===== src/rtl/dm_port_arbiter.sv =====
// Data-memory port arbiter: CPU MEM stage (port 0) vs program loader (port 1) with loader bursts.
// Define DM_ARB_RR_EN for round-robin tie-breaking; default is CPU priority with a starvation guard.
module dm_port_arbiter #(
  parameter int ADDR_W       = 7,
  parameter int DATA_W       = 32,
  parameter int MAX_BURST    = 8,
  parameter int STARVE_LIMIT = 4
) (
  input  logic              clk,
  input  logic              rst_n,
  input  logic              cpu_req,
  input  logic              cpu_we,
  input  logic [ADDR_W-1:0] cpu_addr,
  input  logic [DATA_W-1:0] cpu_wdata,
  output logic              cpu_gnt,
  output logic              cpu_stall,
  input  logic              ldr_req,
  input  logic              ldr_we,
  input  logic [ADDR_W-1:0] ldr_addr,
  input  logic [DATA_W-1:0] ldr_wdata,
  input  logic [3:0]        ldr_burst_len,
  output logic              ldr_gnt,
  output logic [DATA_W-1:0] rdata,
  output logic [ADDR_W-1:0] dm_addr,
  output logic [DATA_W-1:0] dm_wdata,
  output logic              dm_we,
  output logic              dm_re,
  input  logic [DATA_W-1:0] dm_rdata
);

  typedef enum logic {IDLE, LDR_BURST} state_t;

  state_t     state_reg;
  logic [3:0] beat_cnt_reg;
  logic [3:0] first_beats;
  logic       cpu_win;

  // Remaining beats after the first one: zero length counts as one, long requests clamp.
  always_comb begin
    if (ldr_burst_len == 4'd0)
      first_beats = 4'd0;
    else if ({1'b0, ldr_burst_len} > 5'(MAX_BURST))
      first_beats = 4'(MAX_BURST - 1);
    else
      first_beats = ldr_burst_len - 4'd1;
  end

`ifdef DM_ARB_RR_EN
  localparam logic OWNER_CPU = 1'b0;
  localparam logic OWNER_LDR = 1'b1;

  logic last_owner_reg;

  assign cpu_win = cpu_req && (!ldr_req || last_owner_reg == OWNER_LDR);

  always_ff @(posedge clk or negedge rst_n) begin
    if (!rst_n)
      last_owner_reg <= OWNER_LDR;
    else if (cpu_gnt)
      last_owner_reg <= OWNER_CPU;
    else if (ldr_gnt)
      last_owner_reg <= OWNER_LDR;
  end
`else
  logic [2:0] starve_cnt_reg;
  logic       starve_ok;

  assign starve_ok = ({1'b0, starve_cnt_reg} < 4'(STARVE_LIMIT));
  assign cpu_win   = cpu_req && (starve_ok || !ldr_req);

  always_ff @(posedge clk or negedge rst_n) begin
    if (!rst_n)
      starve_cnt_reg <= 3'd0;
    else if (ldr_req && !ldr_gnt) begin
      if (starve_cnt_reg != 3'd7)
        starve_cnt_reg <= starve_cnt_reg + 3'd1;
    end else
      starve_cnt_reg <= 3'd0;
  end
`endif

  // Grants are forced low while reset is asserted so no access leaks through.
  assign cpu_gnt   = rst_n && (state_reg == IDLE) && cpu_win;
  assign ldr_gnt   = rst_n && ldr_req && ((state_reg == LDR_BURST) || !cpu_win);
  assign cpu_stall = cpu_req && !cpu_gnt;
  assign rdata     = dm_rdata;

  always_ff @(posedge clk or negedge rst_n) begin
    if (!rst_n) begin
      state_reg    <= IDLE;
      beat_cnt_reg <= 4'd0;
    end else begin
      case (state_reg)
        IDLE: begin
          if (ldr_gnt) begin
            beat_cnt_reg <= first_beats;
            state_reg    <= (first_beats != 4'd0) ? LDR_BURST : IDLE;
          end
        end
        LDR_BURST: begin
          if (ldr_req) begin
            beat_cnt_reg <= beat_cnt_reg - 4'd1;
            if (beat_cnt_reg <= 4'd1)
              state_reg <= IDLE;
          end else begin
            beat_cnt_reg <= 4'd0;
            state_reg    <= IDLE;
          end
        end
        default: begin
          beat_cnt_reg <= 4'd0;
          state_reg    <= IDLE;
        end
      endcase
    end
  end

  always_comb begin
    dm_addr  = '0;
    dm_wdata = '0;
    dm_we    = 1'b0;
    dm_re    = 1'b0;
    if (cpu_gnt) begin
      dm_addr  = cpu_addr;
      dm_wdata = cpu_wdata;
      dm_we    = cpu_we;
      dm_re    = !cpu_we;
    end else if (ldr_gnt) begin
      dm_addr  = ldr_addr;
      dm_wdata = ldr_wdata;
      dm_we    = ldr_we;
      dm_re    = !ldr_we;
    end
  end

endmodule


===== config.mk =====
export PLATFORM = sky130hd
export DESIGN_NAME = dm_port_arbiter
export DESIGN_NICKNAME = d
export VERILOG_FILES = /design/src/rtl/dm_port_arbiter.sv
export SDC_FILE = /design/constraint.sdc
export NUM_CORES = 1
export LEC_CHECK = 0
export BUFFER_PORTS_ARGS = -buffer_cell sky130_fd_sc_hd__buf_2
export CAP_MARGIN = 25
export CORE_AREA = 2 2 76 78
export CTS_CLUSTER_SIZE = 12
export DETAILED_ROUTE_END_ITERATION = 16
export DIE_AREA = 0 0 78 80
export GPL_TIMING_DRIVEN = 0
export PLACE_DENSITY = 0.71
export SLEW_MARGIN = 20
export SYNTH_ARGS = -nofsm -noshare
export SYNTH_HDL_FRONTEND = slang
export SYNTH_SLANG_ARGS = --single-unit

===== constraint.sdc =====
create_clock -name clk -period 2.5 [get_ports clk]
set_input_delay 0.5 -clock clk [delete_from_list [all_inputs] [get_ports clk]]
set_output_delay 0.5 -clock clk [all_outputs]
set_load 0.01 [all_outputs]

# After elaboration in Yosys (flattened, before gate mapping)
# Cells that the tools add are included.
# classes
n_addsub,3
magnitude_cmp,3
eq_ne,3
n_mux,20
bitwise_logic,1
reduce_logical,17
# ops
op,n
32-bit 2-to-1 mux,2
4-bit 2-to-1 mux,4
7-bit 2-to-1 mux,2
1-bit 2-to-1 mux,8
4-bit case mux with 2 select lines,1
"4-bit by 1-bit subtractor with 4-bit output, second input constant",2
1-bit logical AND,7
1-bit zero test,6
3-bit 2-to-1 mux,2
"4-bit > comparator, second input constant",1
"4-bit by 1-bit <= comparator with 1-bit output, second input constant",1
4-bit zero test,1
4-bit nonzero test,1
"3-bit by 1-bit adder with 3-bit output, second input constant",1
"3-bit < comparator, second input constant",1
"3-bit != test, second input constant",1
1-bit logical OR,2
"2-bit by 1-bit != test with 1-bit output, second input constant",1
"2-bit != test, second input constant",1
1-bit case mux with 2 select lines,1
1-bit NOT,1
# word_totals
register_bits,8
inputBits,120
out_inout_bits,76
word_cells,50

# Depth between registers and ports, before layout
# logic_depth
word_depth,9
depth_mapped,7
mapped_depth_nobuf,6

# Least setup slack after synthesis
# Ideal clock, no wire load.
# synth_path
kind,input to output
from,input rst_n
to,output dm_addr[0]
arrival_ns,1.328
t_required_ns,2.000
setup_slack_ns,0.672
cell_stages,5
n_path_buf,2
cell_sequence,nor2b_2 > and3_1 > buf_6 > buf_6 > a22o_1
# synth_between
word_cells_on_any_way,6
cone_classes,mux (2); reduce/logical (4)
# synth_rtl
element,line_no,rtl
"start, declared",10,"input logic rst_n,"
1-bit logical AND (2 in series),83,assign cpu_gnt = rst_n && (state_reg == IDLE) && cpu_win;
via cpu_gnt,15,"output logic cpu_gnt,"
7-bit 2-to-1 mux,123,if (cpu_gnt) begin
"end, declared",24,"output logic [ADDR_W-1:0] dm_addr,"
# The timed path passes the listed nets, and every way through them passes these cells.

# Worst setup path after layout
# layout_path
from,register starve_cnt_reg[2]
to,output dm_wdata[18]
# layout_between
elab_chain_len,8
word_cells_on_any_way,9
cone_classes,order compare (1); mux (2); reduce/logical (6)
# layout_rtl
element,line_no,rtl
"start, declared",65,logic [2:0] starve_cnt_reg;
"start signal, assigned",76,starve_cnt_reg <= starve_cnt_reg + 3'd1;
3-bit < comparator *,68,"assign starve_ok = ({1'b0, starve_cnt_reg} < 4'(STARVE_LIMIT));"
1-bit logical OR *,69,assign cpu_win = cpu_req && (starve_ok || !ldr_req);
1-bit logical AND *,69,
1-bit zero test,84,assign ldr_gnt = rst_n && ldr_req && ((state_reg == LDR_BURST) || !cpu_win);
1-bit logical OR,84,
1-bit logical AND,84,
32-bit 2-to-1 mux,128,end else if (ldr_gnt) begin
32-bit 2-to-1 mux *,123,
"end, declared",25,"output logic [DATA_W-1:0] dm_wdata,"
# Mark *: on every way between the ends. The rest lies on a longest branch, timed or not.

==> metrics <==
NetSw=0.3351 mW; Core ar.=roughly 5400 sq um; post-synthesis mux area share=1.587%; crit-path cells=nand2b_4 > o211ai_4 > inv_2 > buf_2 > a22o_1 > buf_2; WL/cell=about 13 microns; synthesized net count=271; maximum root-to-sink buffer count=2; unique cell type count in the Yosys netlist=32; PnR worst setup slack=188.9 ps; Crit path arrival time=roughly 1800 ps; Compound-Gate Fraction of Synth Area=between 30 and 40%; CTS Root Cell=clkbuf_8; register area share after synthesis=15.87%; Area growth syn-to-layout=75.10%; Die Area=6240 sq um; final WL=4828 microns; Final TNS setup=0 ps; Ports=196; die width=78 microns; # setup viols final=0; clock share of power=~17%; vias=between 1500 and 2000; Placed Area=around 2200 sq um; Initial Utilization=23.33%; Synth Warn #=0; Max Cap Viol=0; top area cells in the synthesized netlist=a22o_1 28%, buf_4 20%, dfrtp_1 16%; Worst VDD drop=0.0004335 V; post-synthesis adder-cell area fraction=4.960%; H-tree depth=1; Die Span Y=80 microns; Post-Synth XOR/XNOR Area=roughly 2.1%; Yosys top cell area share=27.78%; WHS=~130 ps; largest family of logic cells by synthesized area=compound AO/OA/AOI/OAI gates; Final min period=2311 ps; critical path's slowest cell=dfrtp_1; switching part of the total=37.30%; Startpoint Class=register; critical path peak fanout=10; Tot Pwr=around 0.9 mW; Comb pwr share=59.9%; DRT Pass-1 Iters=4; Synth Register Bits=8; Overall Global Routing Usage=approximately an eighth; CTS Hold Bufs=0; Final Util=between 40% and 50%; GRT overflow=0; Post-Syn Area=1261 sq um; worst min-delay path class=in -> async; clk_skew=~2.1 ps; Post-Place Worst Slack=228.2 ps; placed insts=381; routed vias/inst=4.326; Final Cycle Share=92.44%; Crit path largest cell delay=410 ps; Post-Layout Inst Area=2208 sq um; Pint=0.5634 mW; leakage power=1.321 nW; vias in the first global route=1526; post-CTS sizing=0; CP Class=reg -> out; initial antenna violation count=0; clk sinks=8; Worst-path clk slew=around 40 ps; max FFs per register=4; FFs w/ async S/R, synth=100.0%; Port Buffers=163; Initial DRC Count=26; Syn Inst Count=146; RSZ-0062 raised after global routing=false; commonest non-fill, non-tap cell in the layout=buf_2; Flop pwr share=22.7%; Synth Flop Type=dfrtp_1; first-pass GRT wire length=6879 microns; number of synthesized flops with an enable pin=0; most frequent cells in the layout=167 x buf_2, 40 x a22o_1, 33 x buf_4; Non-Filler Instances=384; layout cells sized above 1=roughly 70%; Worst Setup End Kind=output pin; CTS tree=yes; # nets final=439; hpwl dp=4141 microns; CP required=around 2000 ps; Critical Path Most Common Cell=buf_2; Worst Tran Pin Value=approximately 300 ps; final hold violations=0; Post-Syn Area per Cell=8.638 sq um; Final Wtd Congestion=0.8069; total CTS buffers=3; largest net degree at the start of global routing=11; Post-CTS Setup Bufs=0; Cell Rows=27; PD cells=406.9 nW/um^2; relative slew slack=79.71%; Routed Antenna Nets=0; Slew Viols, Final=0; Synth Area in Simple Gates=12.20%; Residual DRC=0; clk_lat worst skew=around 230 ps; post-synth top area cell=a22o_1; # diodes=0; fmax=0.4327 GHz; status=complete, no violations
-- power groups by stage --
| stage | clock network [mW] | registers, mW | logic (mW) |
|---|---|---|---|
| final | 0.156 | 0.204 | 0.538 |
| after global routing | 0.175 | 0.209 | 0.594 |
| after CTS | 0.161 | 0.204 | 0.546 |
| after detailed placement | 0 | 0.205 | 0.543 |
| after global placement | 0 | 0.203 | 0.528 |
| after floorplan | 0 | 0.197 | 0.340 |
-- worst paths after layout --
kind / cells after the start / start / slack, ps / end
setup / recovery: 6 / starve_cnt_reg[2]$_DFFE_PN0P_ / 190 / dm_wdata[18]
hold / removal: 1 / rst_n / 130 / beat_cnt_reg[1]$_DFFE_PN0P_
setup reg to reg: 4 / starve_cnt_reg[2]$_DFFE_PN0P_ / 1130 / beat_cnt_reg[0]$_DFFE_PN0P_
hold reg to reg: 2 / starve_cnt_reg[0]$_DFFE_PN0P_ / 540 / starve_cnt_reg[0]$_DFFE_PN0P_
max in group asynchronous: 1 / rst_n / 2170 / starve_cnt_reg[2]$_DFFE_PN0P_
min in group clk: 2 / starve_cnt_reg[0]$_DFFE_PN0P_ / 540 / starve_cnt_reg[0]$_DFFE_PN0P_
-- cell type report --
| cell class | instances | area [sq um] |
|---|---|---|
| Clock buffer | 3 | 41.29 |
| Tap cell | 72 | 90.09 |
| Timing Repair Buffer | 163 | 815.8 |
| Multi-Input combinational cell | 89 | 710.7 |
| Fill cell | 545 | 3197 |
| Inverter | 7 | 26.28 |
| Sequential cell | 8 | 200.2 |
| Buffer | 42 | 324.1 |
-- Yosys cell counts (2+ instances only) --
library cell  number
a22o_1            40
buf_4             33
nor2_1            10
dfrtp_1            8
buf_6              5
ha_1               5
inv_1              5
buf_2              4
nand2_1            3
nor3_1             3
o32ai_1            3
a21oi_1            2
inv_2              2
mux2i_1            2
nand2b_1           2
nor3b_1            2
xnor2_1            2
-- metal layers --
layer	track usage, %	up-vias	share of wire [%]
met4	1.579	0	0.33
met3	3.733	2	9.1
li1	-	849	-
met2	25.43	90	52
met1	15.22	720	38
met5	0	-	0
-- critical path: cells and delay by family (launching register included) --
family	cells	cell delay (ps)
AO/OA/AOI/OAI	2	480
buffers and inverters	3	520
flip-flops	1	410
AND/OR/NAND/NOR	1	170
-- cells by family (layout without fill, tap and decap cells) --
group / count (synthesis) / after routing
xor+xnor: 3 / 3
fa+ha+maj: 5 / 5
flops: 8 / 8
buf+inv: 49 / 215
mux: 2 / 2
simple gates: 28 / 28
compound gates: 51 / 51
Note: power is estimated with default switching activity, not from simulation.
